==> src/rtl/lsu_pkg.sv <==
// rtl/lsu_pkg.sv - funct3 encodings, FSM states and request legality check for the load/store unit
package lsu_pkg;

   localparam logic [2:0] F3_B  = 3'b000;
   localparam logic [2:0] F3_H  = 3'b001;
   localparam logic [2:0] F3_W  = 3'b010;
   localparam logic [2:0] F3_BU = 3'b100;
   localparam logic [2:0] F3_HU = 3'b101;

   typedef enum logic [1:0] {
      IDLE  = 2'd0,
      READ  = 2'd1,
      WRITE = 2'd2,
      RESP  = 2'd3
   } lsu_state_e;

   // Requests that are answered with resp_err and never touch memory.
   function automatic logic req_is_err(input logic we, input logic [2:0] f3, input logic [1:0] off);
      logic bad_f3;
      logic misaligned;
      bad_f3     = we ? (f3 > F3_W) : (f3 == 3'b011 || f3 == 3'b110 || f3 == 3'b111);
      misaligned = (f3[1:0] == 2'b01 && off[0]) || (f3[1:0] == 2'b10 && off != 2'b00);
      return bad_f3 || misaligned;
   endfunction

endpackage

==> src/rtl/lsu_byte_lane.sv <==
// rtl/lsu_byte_lane.sv - little-endian lane extraction/extension for loads and lane merge for sub-word stores
module lsu_byte_lane
   import lsu_pkg::*;
(
   input  logic [2:0]  funct3_i,
   input  logic [1:0]  offset_i,
   input  logic [31:0] word_i,
   input  logic [31:0] wdata_i,
   output logic [31:0] load_o,
   output logic [31:0] merged_o
);

   logic [4:0]  shamt;
   logic [15:0] lane;
   logic [31:0] mask;
   logic [31:0] ins;

   assign shamt = {offset_i, 3'b000};
   assign lane  = 16'(word_i >> shamt);
   assign ins   = wdata_i << shamt;

   always_comb begin
      load_o = word_i;
      case (funct3_i)
         F3_B:    load_o = {{24{lane[7]}}, lane[7:0]};
         F3_BU:   load_o = {24'b0, lane[7:0]};
         F3_H:    load_o = {{16{lane[15]}}, lane[15:0]};
         F3_HU:   load_o = {16'b0, lane[15:0]};
         default: load_o = word_i;
      endcase
   end

   // Lanes outside the mask keep the read word bit-exactly.
   always_comb begin
      mask = 32'hFFFF_FFFF;
      case (funct3_i[1:0])
         2'b00:   mask = 32'h0000_00FF << shamt;
         2'b01:   mask = 32'h0000_FFFF << shamt;
         default: mask = 32'hFFFF_FFFF;
      endcase
   end

   assign merged_o = (word_i & ~mask) | (ins & mask);

endmodule

==> src/rtl/load_store_unit.sv <==
// rtl/load_store_unit.sv - RV32I byte-addressed loads/stores onto a word-indexed memory, RMW for sb/sh
module load_store_unit
   import lsu_pkg::*;
#(
   parameter int ADDR_W = 32,
   parameter int DATA_W = 32
) (
   input  logic              clk,
   input  logic              rst_n,
   input  logic              req_valid,
   output logic              req_ready,
   input  logic              req_we,
   input  logic [2:0]        req_funct3,
   input  logic [ADDR_W-1:0] req_addr,
   input  logic [DATA_W-1:0] req_wdata,
   output logic              resp_valid,
   output logic [DATA_W-1:0] resp_rdata,
   output logic              resp_err,
   output logic [ADDR_W-1:0] mem_rd_addr,
   input  logic [DATA_W-1:0] mem_rd_data,
   output logic [ADDR_W-1:0] mem_wr_addr,
   output logic [DATA_W-1:0] mem_wr_data,
   output logic              mem_we
);

   lsu_state_e        state_q;
   logic              we_q;
   logic [2:0]        funct3_q;
   logic [1:0]        off_q;
   logic [DATA_W-1:0] wdata_q;
   logic              resp_valid_q;
   logic              resp_err_q;
   logic [DATA_W-1:0] resp_rdata_q;
   logic [ADDR_W-1:0] mem_rd_addr_q;
   logic [ADDR_W-1:0] mem_wr_addr_q;
   logic [DATA_W-1:0] mem_wr_data_q;
   logic [31:0]       load_w;
   logic [31:0]       merged_w;

   lsu_byte_lane u_lane (
      .funct3_i (funct3_q),
      .offset_i (off_q),
      .word_i   (mem_rd_data),
      .wdata_i  (wdata_q),
      .load_o   (load_w),
      .merged_o (merged_w)
   );

   always_ff @(posedge clk) begin
      if (!rst_n) begin
         state_q       <= IDLE;
         we_q          <= 1'b0;
         funct3_q      <= 3'b000;
         off_q         <= 2'b00;
         wdata_q       <= '0;
         resp_valid_q  <= 1'b0;
         resp_err_q    <= 1'b0;
         resp_rdata_q  <= '0;
         mem_rd_addr_q <= '0;
         mem_wr_addr_q <= '0;
         mem_wr_data_q <= '0;
      end else begin
         case (state_q)
            IDLE: begin
               if (req_valid) begin
                  we_q     <= req_we;
                  funct3_q <= req_funct3;
                  off_q    <= req_addr[1:0];
                  wdata_q  <= req_wdata;
                  if (req_is_err(req_we, req_funct3, req_addr[1:0])) begin
                     resp_valid_q <= 1'b1;
                     resp_err_q   <= 1'b1;
                     resp_rdata_q <= '0;
                     state_q      <= RESP;
                  end else if (req_we && req_funct3 == F3_W) begin
                     // Full-word stores need no read of the old word.
                     mem_wr_addr_q <= req_addr >> 2;
                     mem_wr_data_q <= req_wdata;
                     state_q       <= WRITE;
                  end else begin
                     mem_rd_addr_q <= req_addr >> 2;
                     state_q       <= READ;
                  end
               end
            end
            READ: begin
               if (we_q) begin
                  mem_wr_addr_q <= mem_rd_addr_q;
                  mem_wr_data_q <= merged_w;
                  state_q       <= WRITE;
               end else begin
                  resp_rdata_q <= load_w;
                  resp_err_q   <= 1'b0;
                  resp_valid_q <= 1'b1;
                  state_q      <= RESP;
               end
            end
            WRITE: begin
               resp_rdata_q <= '0;
               resp_err_q   <= 1'b0;
               resp_valid_q <= 1'b1;
               state_q      <= RESP;
            end
            RESP: begin
               resp_valid_q <= 1'b0;
               resp_err_q   <= 1'b0;
               state_q      <= IDLE;
            end
            default: state_q <= IDLE;
         endcase
      end
   end

   assign req_ready   = (state_q == IDLE);
   assign resp_valid  = resp_valid_q;
   assign resp_err    = resp_err_q;
   assign resp_rdata  = resp_rdata_q;
   assign mem_rd_addr = mem_rd_addr_q;
   assign mem_wr_addr = mem_wr_addr_q;
   assign mem_wr_data = mem_wr_data_q;
   // Gated by rst_n so a write caught by reset never strobes.
   assign mem_we      = (state_q == WRITE) && rst_n;

endmodule

==> config.mk <==
export PLATFORM = sky130hd
export DESIGN_NAME = load_store_unit
export DESIGN_NICKNAME = d
export VERILOG_FILES = /design/src/rtl/lsu_pkg.sv /design/src/rtl/lsu_byte_lane.sv /design/src/rtl/load_store_unit.sv
export SDC_FILE = /design/constraint.sdc
export NUM_CORES = 1
export LEC_CHECK = 0
export ABC_AREA = 0
export CAP_MARGIN = 20
export CORE_MARGIN = 2
export CORE_UTILIZATION = 30
export DETAILED_ROUTE_END_ITERATION = 8
export HOLD_SLACK_MARGIN = 0.1
export PLACE_DENSITY_LB_ADDON = 0.25
export SYNTH_ARGS = -nofsm -noshare
export SYNTH_HDL_FRONTEND = slang
export SYNTH_HIERARCHICAL = 1
export SYNTH_SLANG_ARGS = --single-unit
==> constraint.sdc <==
create_clock -name clk -period 6.4 [get_ports clk]
set_clock_uncertainty 0.2 [all_clocks]
set_input_delay 1.6 -clock clk [delete_from_list [all_inputs] [get_ports clk]]
set_output_delay 1.6 -clock clk [all_outputs]
set_load 0.02 [all_outputs]
==> impl_results.md, run 1 <==
* # hold bufs at CTS at 0
* Syn_area_per_cell at 8.81 µm²
* RSZ-0062 raised after global routing: no
* Row count at 62
* Tmin final at 4.49 ns
* Post-DRT Antenna Nets at 0
* Total grt overflow at 0
* Via count of the first global-routing pass at 7549
* Worst Hold Class: reg -> reg
* Max-slew headroom at 27.5%
* Setup CP Type: in -> out
* FF+latch area at 3320 µm²
* TritonCTS Buffers at 17
* Final Max Slew Viols at 0
* Final Net Count at 1275
* Post-CTS setup buffer count at 0
* Startpoint types: primary input
* Finished Layout Cells at 1565
* Die area at 30800 µm²
* CP Launch Point: rst_n
* CTS tree: yes
* Clk_lat worst skew at 0.43 ns
* Max VDD drop at 211 µV
* Gate Count Post-Synth at 1002
* Outcome: completed
* FF-to-FF path depth at 7
* Critical path data required time at 4.60 ns
* Initial antenna violation count at 0
* Setup violations, final at 0
* Register area share after synthesis at 37.6%
* IO Port Bufs at 230
* Residual DRC at 0
* Routability Congestion at 0.846
* H-Tree Level Count at 4
* Clk buf depth at 2
* Post_cts resized at 0
* Syn. warnings at 6
* Via/cell ratio at 5.08
* Largest net degree at the start of global routing at 97
* Synth-to-Final Area Change at 33.5%
* CTS sink count at 166
* Layout cells sized above 1 at 9.14%
* Fin crit share at 70.2%
* R2r startpoint: state_q[1]
* Initial Utilization at 30.6%
* Hold Path Sink: wdata_q[26]
* Fmax at 223 MHz
* Total routed wirelength at 30.4 mm
* HP Start: wdata_q[26]
* Crit path arrival time at 2.69 ns
* Die X-Extent at 176 µm
* Pwr/cell area at 402 nW/µm²
* DRT Pass-1 Iters at 5
* # diodes at 0
* Max-Cap Viols at 0
* Setup TNS at 0 ns
* Critical R2R Capture: mem_wr_data[16]
* Global-route wire length before repair at 46.1 mm
* Gr usage total at 19.2%
* Die Y at 176 µm
* Worst slew pin tran at 1.08 ns
* FF-to-FF setup slack at 3.35 ns
* Worst hold margin at 0.256 ns
* Post-DP HPWL at 21.0 mm
* Final hold viol count at 0
* Placed insts at 1533
* Leak at 4.09 nW
* Multi-input logic area at 4960 µm²
* Crit path max fanout at 34
* Synth unique cells at 45
* Final Power at 4.74 mW
* FILL cells at 2936
* Synth Cell Area at 8830 µm²
* Iter 0 DRT Violations at 485
* Critical Path Sink Type: output pin
* Total number of vias at 7947
* I/O Pins at 235
* WHS Path Cells at 2
* Clock transition at the registers of the reported paths at 0.07 ns
* Drt wl/cell at 19.4 µm
* Synthesized flop and latch total at 166
* Core region area at 28900 µm²
* Root Buffer: clkbuf_16
[kinds of logic (layout without fill, tap and decap cells)]
group | count (synthesis) | after routing | share of synthesized area (%)
adders and majority gates | 4 | 4 | 0.567
DFF | 166 | 166 | 37.6
and+or+nand+nor | 283 | 283 | 13.5
AOI/OAI and AO/OA | 246 | 246 | 18.6
buffers and inverters | 105 | 281 | 6.64
muxes | 197 | 197 | 23.0
other | 1 | 4 | 0.0425
[layout make-up]
class,instances,share of cell area (%)
multi-input combinational,734,42.0
tap,384,4.07
clock inverter,13,1.16
timing repair buffer,243,20.5
clock buffer,19,3.84
sequential,166,28.2
inverter,6,0.202
[placed cells by master (no fill, tap or decap), drive strengths merged, types with 2 or more instances in the layout]
cell type,netlist,routed
nand2b,9,9
conb,1,4
o31ai,25,25
inv,6,12
clkbuf,47,19
clkinv,0,4
buf,44,14
and2,3,3
o2bb2ai,9,9
mux2,41,41
nor2b,5,5
a211oi,62,62
nand3,32,32
a221oi,13,13
o21ai,19,19
ha,4,4
mux2i,156,156
clkinvlp,0,2
nand2,211,211
a22oi,8,8
nor3,2,2
clkdlybuf4s50,0,229
nor2,15,15
a21oi,107,107
and3b,2,2
dfxtp,166,166
[worst max-delay path, cell delays in order]
cell and delay (ns):
buf_4 0.30, and2_1 0.18, clkdlybuf4s50_1 0.60
[metrics by stage]
step	setup slack (ns)	instance area, µm²	util, %
floorplan	2.35	8840	-
global placement	1.90	11200	38.7
detailed placement	1.90	11200	38.8
CTS	1.90	11800	40.9
global route	1.86	11800	40.9
finish	1.91	11800	40.9
[state kept, by name, summed over array words and instances, names as in the netlist]
| register | flops |
|---|---|
| resp_err | 1 |
| mem_wr_addr | 30 |
| mem_rd_addr | 30 |
| wdata_q | 32 |
| resp_valid | 1 |
| funct3_q | 3 |
| off_q | 2 |
| we_q | 1 |
| resp_rdata | 32 |
| state_q | 2 |
| mem_wr_data | 32 |
[routing by layer]
| layer | track usage [%] | routed length (µm) | vias up |
|---|---|---|---|
| met5 | 0 | 0 | - |
| li1 | - | - | 3898 |
| met1 | 26.3 | 14300 | 3808 |
| met2 | 30.7 | 14100 | 207 |
| met4 | 5.27 | 496 | 0 |
| met3 | 3.81 | 1550 | 34 |
[synthesized netlist by cell type, drive strengths merged]
| cell | instances | area, µm² |
|---|---|---|
| mux2 | 41 | 473 |
| o21bai | 1 | 11.3 |
| a21oi | 107 | 558 |
| nand2 | 211 | 792 |
| nor3 | 2 | 26.3 |
| inv | 6 | 22.5 |
| or2 | 1 | 6.26 |
| o31ai | 25 | 193 |
| nor2 | 15 | 56.3 |
| nand2b | 9 | 56.3 |
| mux2i | 156 | 1560 |
| a22oi | 8 | 60.1 |
| a211oi | 62 | 465 |
| a31o | 1 | 8.76 |
| dlygate4sd1 | 6 | 52.6 |
| dlymetal6s2s | 2 | 25.0 |
| o21ai | 19 | 95.1 |
| ha | 4 | 50.1 |
| clkbuf | 47 | 176 |
| and3 | 1 | 6.26 |
| nand3 | 32 | 160 |
| o2bb2ai | 9 | 85.1 |
| nor2b | 5 | 31.3 |
| dfxtp | 166 | 3320 |
| a221oi | 13 | 155 |
| or3b | 1 | 11.3 |
| nor4 | 1 | 12.5 |
| conb | 1 | 3.75 |
| and2 | 3 | 18.8 |
| buf | 44 | 310 |
| and3b | 2 | 17.5 |
| o21a | 1 | 7.51 |
[power by group]
part | switching [mW] | leakage, nW | internal (mW)
combinational | 1.30 | 2.45 | 0.962
sequential | 0.151 | 1.35 | 1.27
clock | 0.487 | 0.287 | 0.572
total | 1.94 | 4.09 | 2.80
[worst max path at each step]
stage	end	slack, ns	depth (start not counted)
after global routing	mem_we	1.86	3
after floorplan	mem_we	2.35	3
final	mem_we	1.91	3
after global placement	mem_we	1.90	3
after detailed placement	mem_we	1.90	3
after CTS	mem_we	1.90	3
Power figures use the tool's default switching activity.
==> inputs of run 2 (changes only) <==
- clock period: 6.4 -> 3.65 ns (I/O delays scaled with it)
==> run 2 against run 1 <==
Effect of this change:
- die area unchanged
- via count increased by 2.1%
- largest cell class unchanged
- critical path depth unchanged
- first-iteration DRC count decreased by 5.6%
- combinational power increased by 78%
- core utilization increased by 0.38 points
- total power increased by 75%
- clock-buffer cell count unchanged
==> impl_results.md, run 2 (synthesis gave the netlist of run 1 again) <==
* Post_cts resized at 0 (unchanged)
* Setup CP Type: reg -> out
* Die Y at 176 µm (unchanged)
* Layout cells sized above 1 at 9.74% (+0.59 points)
* Clk_lat worst skew at 0.42 ns (about the same)
* IO Port Bufs at 230 (unchanged)
* Final hold viol count at 0 (unchanged)
* Post-DP HPWL at 21.9 mm (+4.0%)
* Max-Cap Viols at 0 (unchanged)
* CP Launch Point: state_q[1]
* Most frequent cells in the layout: clkdlybuf4s50_1, nand2_1, dfxtp_1, mux2i_1, a21oi_1
* CTS sink count at 166 (unchanged)
* Residual DRC at 0 (unchanged)
* Routability Congestion at 0.846 (about the same)
* Outcome: completed
* HP Start: resp_rdata[20]
* Iter 0 DRT Violations at 458 (-5.6%)
* Die area at 30800 µm² (unchanged)
* Drt wl/cell at 19.6 µm (+1.2%)
* Pwr/cell area at 697 nW/µm² (+73%)
* Row count at 62 (unchanged)
* Final Util at 41.3% (+0.38 points)
* Setup WS post-layout at 0.459 ns (-1.45 ns)
* Total routed wirelength at 31.0 mm (+1.9%)
* Initial Utilization at 30.6% (unchanged)
* H-Tree Level Count at 4 (unchanged)
* Tmin final at 3.19 ns
* Fin crit share at 87.4%
* R2r startpoint: off_q[1]
* Fmax at 313 MHz
* Placed insts at 1542 (+0.59%)
* Post-DRT Antenna Nets at 0 (unchanged)
* Worst slew pin tran at 1.01 ns (-0.0739 ns)
* Setup TNS at 0 ns (unchanged)
* Die X-Extent at 176 µm (unchanged)
* Worst Hold Class: reg -> reg
* Critical Path Sink Type: output pin
* RSZ-0062 raised after global routing: no
* Startpoint types: register
* Crit path arrival time at 2.08 ns (-0.61 ns)
* Synth-to-Final Area Change at 34.8%
* Final Max Slew Viols at 0 (unchanged)
* Crit path max fanout at 12 (-65%)
* Gr usage total at 19.7% (+0.51 points)
* Max VDD drop at 311 µV (+47%)
* Critical path data required time at 2.54 ns (-2.06 ns)
* Global-route wire length before repair at 46.7 mm (+1.2%)
* # hold bufs at CTS at 0 (unchanged)
* Post-CTS setup buffer count at 0 (unchanged)
* Total grt overflow at 0 (unchanged)
* Max-slew headroom at 32.5% (+5.0 points)
* Clk buf depth at 2 (unchanged)
* Finished Layout Cells at 1576 (+0.70%)
* TritonCTS Buffers at 17 (unchanged)
* Setup violations, final at 0 (unchanged)
* Most common cell after layout, fill and taps aside: clkdlybuf4s50_1
* Final Net Count at 1285 (+0.78%)
* Via count of the first global-routing pass at 7702 (+2.0%)
* Leak at 4.14 nW (+1.3%)
* Largest net degree at the start of global routing at 97 (unchanged)
* Initial antenna violation count at 1 (+1)
* FILL cells at 2893 (-1.5%)
* Via/cell ratio at 5.15 (+1.4%)
* Core region area at 28900 µm² (unchanged)
* Clock transition at the registers of the reported paths at 0.07 ns (about the same)
* CTS tree: yes
* I/O Pins at 235 (unchanged)
* DRT Pass-1 Iters at 5 (unchanged)
* DP Worst Slack at 0.504 ns (-1.40 ns)
* Worst hold margin at 0.256 ns (+0.000176 ns)
* Root Buffer: clkbuf_16
* Total number of vias at 8113 (+2.1%)
run 2: cell types whose count changed in the layout (fill, tap and decap cells not counted), sizes merged:
cell,before,now
inv,12,10
bufinv,1,0
diode,0,1
clkinv,4,7
buf,14,24
run 2: layer usage:
layer  share of wire [%]  wire length [µm]  up-vias  global-route usage, %
li1                    -                 -     3922                      -
met2                  46             14200      289                   30.9
met5                   0                 0        -                      0
met1                  46             14300     3854                   26.7
met3                 5.1              1580       48                   3.87
met4                 2.9               886        0                   7.51
run 2: path summary, 6_finish.rpt:
path / slack, ns / cells after the start / endpoint
max: 0.46 / 3 / req_ready
min: 0.26 / 2 / resp_rdata[20]
max reg2reg: 0.95 / 6 / mem_wr_data[21]
min reg2reg: 0.26 / 2 / resp_rdata[20]
run 2: through the flow:
| step | total power, mW | area [µm²] |
|---|---|---|
| 2_1_floorplan | 5.19 | 8840 |
| 3_3_place_gp | 6.57 | 11300 |
| 3_5_place_dp | 6.60 | 11300 |
| 4_1_cts | 8.37 | 11900 |
| 5_1_grt | 8.77 | 11900 |
| 6_report | 8.30 | 11900 |
run 2: area by class of cell:
class | instances | area (µm²) | share of cell area, %
antenna | 1 | 2.50 | 0.0210
clock buffer | 19 | 443 | 3.72
clock inverter | 13 | 118 | 0.988
inverter | 6 | 23.8 | 0.200
multi-input combinational | 734 | 4960 | 41.6
sequential | 166 | 3320 | 27.9
tap | 384 | 480 | 4.04
timing repair buffer | 253 | 2550 | 21.5
run 2: power by group:
group / internal, mW / switching [mW]
Clock: 0.912 / 0.839
Sequential: 2.23 / 0.295
Combinational: 1.75 / 2.28
run 2: worst max-delay path, cell delays in order (launching register included):
cell	delay, ns
dfxtp_1	0.33
inv_1	0.13
ha_1	0.46
clkdlybuf4s50_1	0.75
==> inputs of run 3 (changes only) <==
- PLACE_DENSITY_LB_ADDON: 0.25 -> unset
==> run 3 against run 2 <==
Effect of this change:
- total power is 1.1% higher
- routed wire length is 1.7% lower
- first-iteration DRC count is 23% higher
- global-route usage is 0.38 points lower
- largest power group unchanged
- sequential power hardly changed
- critical path depth stayed put
- clock power is 7% higher
- via count hardly changed
- combinational power hardly changed
- largest cell class unchanged
- setup slack worse by 0.0044 ns
- design area hardly changed
==> impl_results.md, run 3 (synthesis gave the netlist of run 1 again) <==
* Critical Path Sink Type: output pin
* Placed insts at 1540 (-0.13%)
* Clock transition at the registers of the reported paths at 0.07 ns (about the same)
* Iter 0 DRT Violations at 563 (+23%)
* Synth-to-Final Area Change at 34.7% (about the same)
* Total number of vias at 8110 (-0.037%)
* Core region area at 28900 µm² (unchanged)
* Post-DP HPWL at 21.1 mm (-3.6%)
* CTS tree: yes
* # hold bufs at CTS at 0 (unchanged)
* DRT Pass-1 Iters at 5 (unchanged)
* Finished Layout Cells at 1573 (-0.19%)
* Outcome: completed
* Max VDD drop at 550 µV (+77%)
* Max-Cap Viols at 0 (unchanged)
* Via/cell ratio at 5.16 (+0.15%)
* TritonCTS Buffers at 17 (unchanged)
* Slowest-stage cell, CP: clkdlybuf4s50_1
* Post-CTS setup buffer count at 0 (unchanged)
* Residual DRC at 0 (unchanged)
* Worst hold margin at 0.257 ns (+0.00114 ns)
* Drt wl/cell at 19.3 µm (-1.6%)
* Die area at 30800 µm² (unchanged)
* Max-slew headroom at 28.7% (-3.8 points)
* Final hold viol count at 0 (unchanged)
* Final Net Count at 1282 (-0.23%)
* Gr usage total at 19.3% (-0.38 points)
* Clk buf depth at 2 (unchanged)
* Most common cell after layout, fill and taps aside: clkdlybuf4s50_1
* Buf/Inv on CP at 2 (unchanged)
* Crit path arrival time at 2.08 ns (about the same)
* IO Port Bufs at 230 (unchanged)
* CTS sink count at 166 (unchanged)
* Global-route wire length before repair at 46.6 mm (-0.28%)
* FILL cells at 2910 (+0.59%)
* Total routed wirelength at 30.4 mm (-1.7%)
* Most frequent cells in the layout: clkdlybuf4s50_1, nand2_1, dfxtp_1, mux2i_1, a21oi_1
* Pwr/cell area at 706 nW/µm² (+1.2%)
* Die Y at 176 µm (unchanged)
* Routability Congestion at 0.837 (-1.1%)
* Setup violations, final at 0 (unchanged)
* Largest net degree at the start of global routing at 99 (+2.1%)
* Fin crit share at 87.5% (+0.12 points)
* RSZ-0062 raised after global routing: no
* Initial antenna violation count at 1 (unchanged)
* Final Max Slew Viols at 0 (unchanged)
* Row count at 62 (unchanged)
* Post-DRT Antenna Nets at 0 (unchanged)
* Critical path data required time at 2.54 ns (about the same)
* Crit path max fanout at 12 (unchanged)
* Fmax at 313 MHz (-0.14%)
* Setup TNS at 0 ns (unchanged)
* H-Tree Level Count at 4 (unchanged)
* Crit-path leading delay family: buffers and inverters
* Total grt overflow at 0 (unchanged)
* Die X-Extent at 176 µm (unchanged)
* Via count of the first global-routing pass at 7804 (+1.3%)
* CP max stage delay at 0.74 ns (about the same)
* Startpoint types: register
* Setup CP Type: reg -> out
* Leak at 4.14 nW (+0.11%)
* CP cell instances: inv_1 > ha_1 > clkdlybuf4s50_1
* I/O Pins at 235 (unchanged)
* Root Buffer: clkbuf_16
* Post_cts resized at 0 (unchanged)
* Tmin final at 3.20 ns (+0.00445 ns)
* Initial Utilization at 30.6% (unchanged)
* Clk_lat worst skew at 0.43 ns (about the same)
* Worst slew pin tran at 1.06 ns (+0.0573 ns)
* Worst Hold Class: reg -> reg
* Layout cells sized above 1 at 9.60% (-0.14 points)
-- run 3: cell types whose count changed in the layout (fill, tap and decap cells not counted) --
| cell | delta |
|---|---|
| clkinv_4 | -3 |
| inv_8 | +3 |
| clkinv_8 | +2 |
| clkinvlp_4 | -2 |
| buf_12 | -1 |
| buf_16 | -1 |
| buf_4 | -1 |
| bufinv_16 | +1 |
| clkbuf_1 | -1 |
| clkbuf_8 | -1 |
| inv_6 | +1 |
-- run 3: tightest hold or removal path: cells and delay by family (launching register included) --
kind,cells,cell delay [ns]
AND/OR/NAND/NOR,1,0.05
multiplexers,1,0.05
flip-flops,1,0.31
-- run 3: final cells by class --
cell class	count	area, µm²	area share, %
sequential	166	3320	27.9
antenna	1	2.50	0.0210
tap	384	480	4.04
inverter	6	23.8	0.200
clock buffer	17	425	3.58
clock inverter	15	181	1.53
multi-input combinational	734	4960	41.7
timing repair buffer	250	2500	21.0
-- run 3: path summary, 6_finish.rpt --
kind                                startpoint               to  slack [ns]  depth (start not counted)
worst max register to register        off_q[1]  mem_wr_data[15]        0.97                          5
worst max-delay path                state_q[1]        req_ready        0.45                          3
worst min register to register  resp_rdata[17]   resp_rdata[17]        0.26                          2
worst min-delay path            resp_rdata[17]   resp_rdata[17]        0.26                          2
-- run 3: through the flow --
step | utilization (%) | setup slack, ns | cell area [µm²] | power, mW
finish | 41.2 | 0.455 | 11900 | 8.39
global route | 41.2 | 0.378 | 11900 | 8.87
CTS | 41.2 | 0.428 | 11900 | 8.47
detailed placement | 39.1 | 0.419 | 11300 | 6.57
global placement | 39.1 | 0.446 | 11300 | 6.52
floorplan | - | 0.975 | 8840 | 5.19
-- run 3: metal layers --
layer	track usage (%)	vias up	share of wire [%]
met5	0	-	0
met4	8.61	0	3.3
met3	3.01	55	4.6
met2	29.5	250	45
met1	26.8	3900	47
li1	-	3905	-
-- run 3: where the power goes --
group / total, mW / switching, mW / internal, mW / leakage (nW)
combinational: 4.00 / 2.27 / 1.73 / 2.49
clock: 1.87 / 0.882 / 0.988 / 0.299
sequential: 2.53 / 0.303 / 2.22 / 1.35
